==> config.mk <==
export PLATFORM = sky130hd
export DESIGN_NAME = mode_sequencer_flat
export DESIGN_NICKNAME = d
export VERILOG_FILES = /design/src/rtl/mode_sequencer_if.sv /design/src/rtl/mode_sequencer.sv /design/src/flat_wrapper.sv
export SDC_FILE = /design/constraint.sdc
export NUM_CORES = 1
export LEC_CHECK = 0
export ABC_AREA = 1
export CAP_MARGIN = 20
export CORE_ASPECT_RATIO = 0.75
export CORE_MARGIN = 3
export CORE_UTILIZATION = 54
export CTS_CLUSTER_SIZE = 40
export DETAILED_ROUTE_END_ITERATION = 12
export PLACE_DENSITY = 0.81
export SYNTH_ARGS = -nofsm -noshare
export SYNTH_HDL_FRONTEND = slang
export SYNTH_SLANG_ARGS = --single-unit
export TNS_END_PERCENT = 30
==> constraint.sdc <==
create_clock -name clk -period 1.87 [get_ports clk]
set_clock_uncertainty 0.2 [all_clocks]
set_input_delay 0.2805 -clock clk [delete_from_list [all_inputs] [get_ports clk]]
set_output_delay 0.2805 -clock clk [all_outputs]
set_load 0.01 [all_outputs]
==> src/rtl/mode_sequencer_if.sv <==
// Operator/agent-facing bundle of the mode sequencer: raw controls in, phase and mode selects out.
// The slave modport is the sequencer's view; master is the view of whoever drives the controls.
interface mode_sequencer_if #(
    parameter int NUM_PHASES = 3,
    parameter int IDX_W      = (NUM_PHASES > 1) ? $clog2(NUM_PHASES) : 1
);
    logic                  next;
    logic [NUM_PHASES-1:0] phase_done;
    logic                  abort;
    logic [NUM_PHASES-1:0] phase_active;
    logic [IDX_W-1:0]      phase_idx;
    logic                  run;
    logic                  error;
    logic                  step;

    modport master (
        output next, phase_done, abort,
        input  phase_active, phase_idx, run, error, step
    );

    modport slave (
        input  next, phase_done, abort,
        output phase_active, phase_idx, run, error, step
    );
endinterface

==> src/rtl/mode_sequencer.sv <==
// Boot/load/run controller: walks the CPU through NUM_PHASES load phases gated by a debounced
// operator button and per-phase done handshakes, with phase timeout, error state and abort.
module mode_sequencer #(
    parameter int NUM_PHASES      = 3,
    parameter int DEBOUNCE_CYCLES = 4,
    parameter int TIMEOUT_CYCLES  = 16,
    parameter int IDX_W           = (NUM_PHASES > 1) ? $clog2(NUM_PHASES) : 1
) (
    input  logic             clk,
    input  logic             rst,
    mode_sequencer_if.slave  bus
);
    localparam int DB_W  = (DEBOUNCE_CYCLES > 1) ? $clog2(DEBOUNCE_CYCLES) : 1;
    localparam int TMR_W = (TIMEOUT_CYCLES > 1) ? $clog2(TIMEOUT_CYCLES) : 1;
    localparam logic [DB_W-1:0]  DB_LAST  = DB_W'(DEBOUNCE_CYCLES - 1);
    localparam logic [TMR_W-1:0] TMR_LAST = (TIMEOUT_CYCLES > 0) ? TMR_W'(TIMEOUT_CYCLES - 1) : '0;
    localparam logic [IDX_W-1:0] IDX_LAST = IDX_W'(NUM_PHASES - 1);
    localparam logic             TO_EN    = (TIMEOUT_CYCLES != 0);

    typedef enum logic [2:0] {
        ST_BOOT  = 3'd0,
        ST_IDLE  = 3'd1,
        ST_PHASE = 3'd2,
        ST_RUN   = 3'd3,
        ST_ERROR = 3'd4
    } state_e;

    state_e                 state_q, state_d;
    logic [IDX_W-1:0]       idx_q, idx_d;
    logic                   done_seen_q, done_seen_d;
    logic [TMR_W-1:0]       tmr_q, tmr_d;
    logic                   sync1_q, sync2_q;
    logic                   next_db_q, next_db_d;
    logic                   next_db_prev_q;
    logic [DB_W-1:0]        db_cnt_q, db_cnt_d;
    logic [NUM_PHASES-1:0]  phase_active_q, phase_active_d;
    logic [IDX_W-1:0]       phase_idx_q, phase_idx_d;
    logic                   run_q, run_d;
    logic                   error_q, error_d;
    logic                   step_q, step_d;
    logic                   adv_evt_s;
    logic                   done_now_s;
    logic                   timeout_s;

    // Debounce: accept a new level only after DEBOUNCE_CYCLES consecutive differing samples
    always_comb begin
        next_db_d = next_db_q;
        db_cnt_d  = '0;
        if (sync2_q != next_db_q) begin
            if (db_cnt_q == DB_LAST) begin
                next_db_d = sync2_q;
                db_cnt_d  = '0;
            end else begin
                db_cnt_d = db_cnt_q + 1'b1;
            end
        end else begin
            db_cnt_d = '0;
        end
    end

    assign adv_evt_s = next_db_q & ~next_db_prev_q;

    // Input synchroniser and debounce state registers
    always_ff @(posedge clk or negedge rst) begin
        if (!rst) begin
            sync1_q        <= 1'b0;
            sync2_q        <= 1'b0;
            next_db_q      <= 1'b0;
            next_db_prev_q <= 1'b0;
            db_cnt_q       <= '0;
        end else begin
            sync1_q        <= bus.next;
            sync2_q        <= sync1_q;
            next_db_q      <= next_db_d;
            next_db_prev_q <= next_db_q;
            db_cnt_q       <= db_cnt_d;
        end
    end

    // Next-state logic: abort beats timeout beats advance everywhere except BOOT
    always_comb begin
        state_d     = state_q;
        idx_d       = idx_q;
        done_seen_d = done_seen_q;
        tmr_d       = tmr_q;
        step_d      = 1'b0;
        done_now_s  = done_seen_q | bus.phase_done[idx_q];
        timeout_s   = TO_EN & (tmr_q == TMR_LAST) & ~done_now_s;
        case (state_q)
            ST_BOOT: begin
                state_d = ST_IDLE;
                idx_d   = '0;
            end
            ST_IDLE: begin
                if (bus.abort) begin
                    state_d = ST_IDLE;
                end else if (adv_evt_s) begin
                    state_d     = ST_PHASE;
                    idx_d       = '0;
                    done_seen_d = 1'b0;
                    tmr_d       = '0;
                    step_d      = 1'b1;
                end else begin
                    state_d = ST_IDLE;
                end
            end
            ST_PHASE: begin
                if (bus.abort) begin
                    state_d = ST_IDLE;
                    idx_d   = '0;
                end else if (timeout_s) begin
                    state_d = ST_ERROR;
                    idx_d   = '0;
                end else if (adv_evt_s && done_now_s) begin
                    step_d = 1'b1;
                    if (idx_q == IDX_LAST) begin
                        state_d = ST_RUN;
                        idx_d   = '0;
                    end else begin
                        idx_d       = idx_q + 1'b1;
                        done_seen_d = 1'b0;
                        tmr_d       = '0;
                    end
                end else begin
                    done_seen_d = done_now_s;
                    if (tmr_q != TMR_LAST) begin
                        tmr_d = tmr_q + 1'b1;
                    end else begin
                        tmr_d = tmr_q;
                    end
                end
            end
            ST_RUN: begin
                if (bus.abort) begin
                    state_d = ST_IDLE;
                end else begin
                    state_d = ST_RUN;
                end
            end
            ST_ERROR: begin
                if (bus.abort) begin
                    state_d = ST_IDLE;
                end else begin
                    state_d = ST_ERROR;
                end
            end
            default: begin
                state_d = ST_BOOT;
                idx_d   = '0;
            end
        endcase
    end

    // Output decode from the upcoming state so outputs change on the same edge as the state
    always_comb begin
        phase_active_d = '0;
        phase_idx_d    = '0;
        run_d          = (state_d == ST_RUN);
        error_d        = (state_d == ST_ERROR);
        if (state_d == ST_PHASE) begin
            phase_active_d = NUM_PHASES'(1'b1) << idx_d;
            phase_idx_d    = idx_d;
        end else begin
            phase_active_d = '0;
            phase_idx_d    = '0;
        end
    end

    // Sequencer state and registered outputs
    always_ff @(posedge clk or negedge rst) begin
        if (!rst) begin
            state_q        <= ST_BOOT;
            idx_q          <= '0;
            done_seen_q    <= 1'b0;
            tmr_q          <= '0;
            phase_active_q <= '0;
            phase_idx_q    <= '0;
            run_q          <= 1'b0;
            error_q        <= 1'b0;
            step_q         <= 1'b0;
        end else begin
            state_q        <= state_d;
            idx_q          <= idx_d;
            done_seen_q    <= done_seen_d;
            tmr_q          <= tmr_d;
            phase_active_q <= phase_active_d;
            phase_idx_q    <= phase_idx_d;
            run_q          <= run_d;
            error_q        <= error_d;
            step_q         <= step_d;
        end
    end

    assign bus.phase_active = phase_active_q;
    assign bus.phase_idx    = phase_idx_q;
    assign bus.run          = run_q;
    assign bus.error        = error_q;
    assign bus.step         = step_q;
endmodule

==> src/flat_wrapper.sv <==
// flat-port wrapper written by rule: the top's interface ports become plain ports
module mode_sequencer_flat 
#(
    parameter int NUM_PHASES      = 3,
    parameter int DEBOUNCE_CYCLES = 4,
    parameter int TIMEOUT_CYCLES  = 16,
    parameter int IDX_W           = (NUM_PHASES > 1) ? $clog2(NUM_PHASES) : 1
)
  (clk, rst, bus_next, bus_phase_done, bus_abort, bus_phase_active, bus_phase_idx, bus_run, bus_error, bus_step);
  mode_sequencer_if #(.NUM_PHASES(NUM_PHASES), .IDX_W(IDX_W)) bus_i ();
  input  logic clk;
  input  logic rst;
  input wire logic [$bits(bus_i.next)-1:0] bus_next;
  input wire logic [$bits(bus_i.phase_done)-1:0] bus_phase_done;
  input wire logic [$bits(bus_i.abort)-1:0] bus_abort;
  output wire logic [$bits(bus_i.phase_active)-1:0] bus_phase_active;
  output wire logic [$bits(bus_i.phase_idx)-1:0] bus_phase_idx;
  output wire logic [$bits(bus_i.run)-1:0] bus_run;
  output wire logic [$bits(bus_i.error)-1:0] bus_error;
  output wire logic [$bits(bus_i.step)-1:0] bus_step;
  assign bus_i.next = bus_next;
  assign bus_i.phase_done = bus_phase_done;
  assign bus_i.abort = bus_abort;
  assign bus_phase_active = bus_i.phase_active;
  assign bus_phase_idx = bus_i.phase_idx;
  assign bus_run = bus_i.run;
  assign bus_error = bus_i.error;
  assign bus_step = bus_i.step;
  mode_sequencer #(.NUM_PHASES(NUM_PHASES), .DEBOUNCE_CYCLES(DEBOUNCE_CYCLES), .TIMEOUT_CYCLES(TIMEOUT_CYCLES), .IDX_W(IDX_W)) u_core (.clk(clk), .rst(rst), .bus(bus_i));
endmodule
==> flow_metrics.env <==
export IMPL_fin_nets=194
export IMPL_drt_iter0_markers=54
export IMPL_syn_to_final_growth_pct=25.7
export IMPL_die_h_um=47.9
export IMPL_groute_usage_overall_pct=22.4
export IMPL_yosysMostFrequentCell="nand2_1"
export IMPL_synth_main_ff_cell="dfrtp_1"
export IMPL_regArea_um2=603
export IMPL_critical_path_buf_inv_count=1
export IMPL_period_needed_ns=1.81
export IMPL_placed_cells=206
export IMPL_viasPerCell=5.35
export IMPL_power_w=0.00168
export IMPL_drt_total_wl_um=2960
export IMPL_leakagePower_nw=0.811
export IMPL_outcome="complete, no violations"
export IMPL_max_freq_mhz=552
export IMPL_start_kind="flop"
export IMPL_core_rowCount=14
export IMPL_grt_overflow=0
export IMPL_fillers=160
export IMPL_antenna_found_initial=0
export IMPL_grt_pass1_vias=1075
export IMPL_placed_area_mm2=0.00149
export IMPL_hpwlAfterDp_um=2160
export IMPL_yosys_warnings=0
export IMPL_diodes=0
export IMPL_hold_violations=0
export IMPL_worstMarginPinSlew_ns=0.364
export IMPL_syn_inst=155
export IMPL_crit_chain="buf_4, nand2_1, nand2_1, nand2_1, nand2_2, nand4_1, nand2_2, nor2_4, nand2_4, nand2_1, nand2_1"
export IMPL_slew_limit_headroom_pct=75.7
export IMPL_place_ws_ns=-0.106
export IMPL_grt_max_degree=25
export IMPL_port_buffers=14
export IMPL_dieArea_mm2=0.00297
export IMPL_die_w_um=61.9
export IMPL_end_kind="flop"
export IMPL_crit_fanout=5
export IMPL_setup_violations=0
export IMPL_crit_path_frequent_cell="nand2_1"
export IMPL_hold_buffers=0
export IMPL_max_cap_violations=0
export IMPL_yosysUniqueCellTypes=27
export IMPL_drive_above_1_share_pct=25.5
export IMPL_power_density_mw_per_mm2=1060
export IMPL_ant_nets=0
export IMPL_grt_setup_unrepaired="yes"
export IMPL_first_pass_iters=4
export IMPL_worstPathArrival_ns=1.83
export IMPL_path_class="flop to flop"
export IMPL_hp_class="input pin to asynchronous set/reset pin"
export IMPL_synth_area_per_cell_um2=8.16
export IMPL_clock_path_buffers=2
export IMPL_design_area_mm2=0.00159
export IMPL_clk_latency_ns=0.32
export IMPL_layout_setup_ws_ns=0.0581
export IMPL_multi_input_area_um2=577
export IMPL_numCtsBuffers=3
export IMPL_period_share_pct=96.9
export IMPL_clkTransAtPathRegs_ns=0.13
export IMPL_via_count=1156
export IMPL_root_buffer="clkbuf_4"
export IMPL_syn_cell_area_mm2=0.00126
export IMPL_synth_edf_count=0
export IMPL_yosysTopAreaCell="dfrtp_1"
export IMPL_cpPeakStageDelay_ns=0.47
export IMPL_place_gp_congestion=0.854
export IMPL_finalNonFillerCells=216
export IMPL_htree_num_levels=1
export IMPL_drc=0
export IMPL_synth_seq_area_share_pct=47.5
export IMPL_start_util_pct=59.7
export IMPL_syn_nets=164
export IMPL_slowest_stage="dfrtp_2"
export IMPL_drv_slew=0
export IMPL_ys_top_cells_by_count="38 x nand2_1, 24 x dfrtp_1, 20 x inv_1, 12 x nor2_1, 11 x nand3_1"
export IMPL_pin_count=15
export IMPL_peakVddDrop_mv=0.509
export IMPL_grt_pass1_wl_um=4680
export IMPL_synth_seq_cells=24
export IMPL_synth_top_cell_area_share_pct=47.5
export IMPL_cts_tree="yes"
export IMPL_synthTopCellsByArea="dfrtp_1 47%, nand2_1 11%, inv_1 5.9%, nand3_1 4.4%, nor2_1 3.6%"
export IMPL_cts_sinks=24
export IMPL_post_drt_wl_per_cell_um=13.7
export IMPL_cpLargestDelayFamily="simple AND/OR/NAND/NOR gates"
export IMPL_async_flop_share_pct=100
export IMPL_hold_ws_ns=0.102
export IMPL_core_mm2=0.00212
export IMPL_crit_required_ns=1.89
==> where the power goes <==
part	internal [W]	switching, W	total (W)
clock network	0.000119	0.000156	0.000275
registers	0.000613	0.0000595	0.000673
logic	0.000272	0.000462	0.000734
total	0.00100	0.000677	0.00168
==> layout make-up <==
cell class,instances,share of cell area (%)
flip-flops and latches,24,37.9
repair buffers,26,14.7
well taps,32,2.52
clock buffers,4,2.28
inverters,26,6.29
multi-input cells,104,36.3
==> per-stage QoR <==
| step | util (%) | TNS, ns |
|---|---|---|
| final | 75.0 | 0 |
| after global routing | 75.0 | -0.0585 |
| after CTS | 71.8 | 0 |
| after detailed placement | 70.1 | -0.638 |
| after global placement | 70.1 | -0.0932 |
| after floorplan | - | 0 |
==> sequential cells by signal (all words and copies together) (netlist names) <==
register                 flops
u_core.bus.run               1
u_core.bus.step              1
u_core.bus.error             1
u_core.bus.phase_idx         2
u_core.idx_q                 2
u_core.bus.phase_active      3
u_core.sync1_q               1
u_core.done_seen_q           1
u_core.tmr_q                 4
u_core.next_db_prev_q        1
u_core.sync2_q               1
u_core.next_db_q             1
u_core.state_q               3
u_core.db_cnt_q              2
==> path summary, 6_finish.rpt <==
kind	start	slack (ns)	endpoint	depth (start not counted)
setup / recovery	u_core.idx_q[0]	0.06	u_core.tmr_q[2]	11
hold / removal	rst	0.10	u_core.db_cnt_q[0]	2
setup reg to reg	u_core.idx_q[0]	0.06	u_core.tmr_q[2]	11
hold reg to reg	u_core.sync1_q	0.16	u_core.sync2_q	0
max in group asynchronous	rst	1.11	u_core.idx_q[0]	2
min in group clk	u_core.sync1_q	0.16	u_core.sync2_q	0
==> routing by layer <==
metal	share of wire [%]	GRT usage [%]	vias to the layer above
met5	0	0	-
met4	2.4	8.05	0
met3	8.0	6.20	13
met2	48	39.0	67
met1	42	26.7	531
li1	-	-	545
==> placed cells by master (no fill, tap or decap), drive strengths merged <==
cell / count
nand2: 46
inv: 26
dfrtp: 24
nor2: 18
clkdlybuf4s50: 14
nand3: 12
buf: 12
nor3: 7
o21ai: 6
a21oi: 4
clkbuf: 4
o22ai: 2
nand4: 2
xnor2: 2
ha: 2
o21bai: 1
o211ai: 1
a211oi: 1
==> logic make-up (layout without fill, tap and decap cells) <==
logic type	after synthesis	in the layout	synth area share [%]
AND/OR/NAND/NOR	85	85	33.5
adder cells (fa/ha/maj)	2	2	1.98
XOR/XNOR	2	2	1.39
AO/OA/AOI/OAI	15	15	7.32
flip-flops	24	24	47.5
buffers and inverters	27	56	8.31
==> repair_timing <==
action                                  4_1_cts  5_1_grt
endpoints found under the setup margin        0        9
resized for setup                             0       10
setup buffers                                 0        6
No activity file was read; power rests on OpenSTA's default activity.
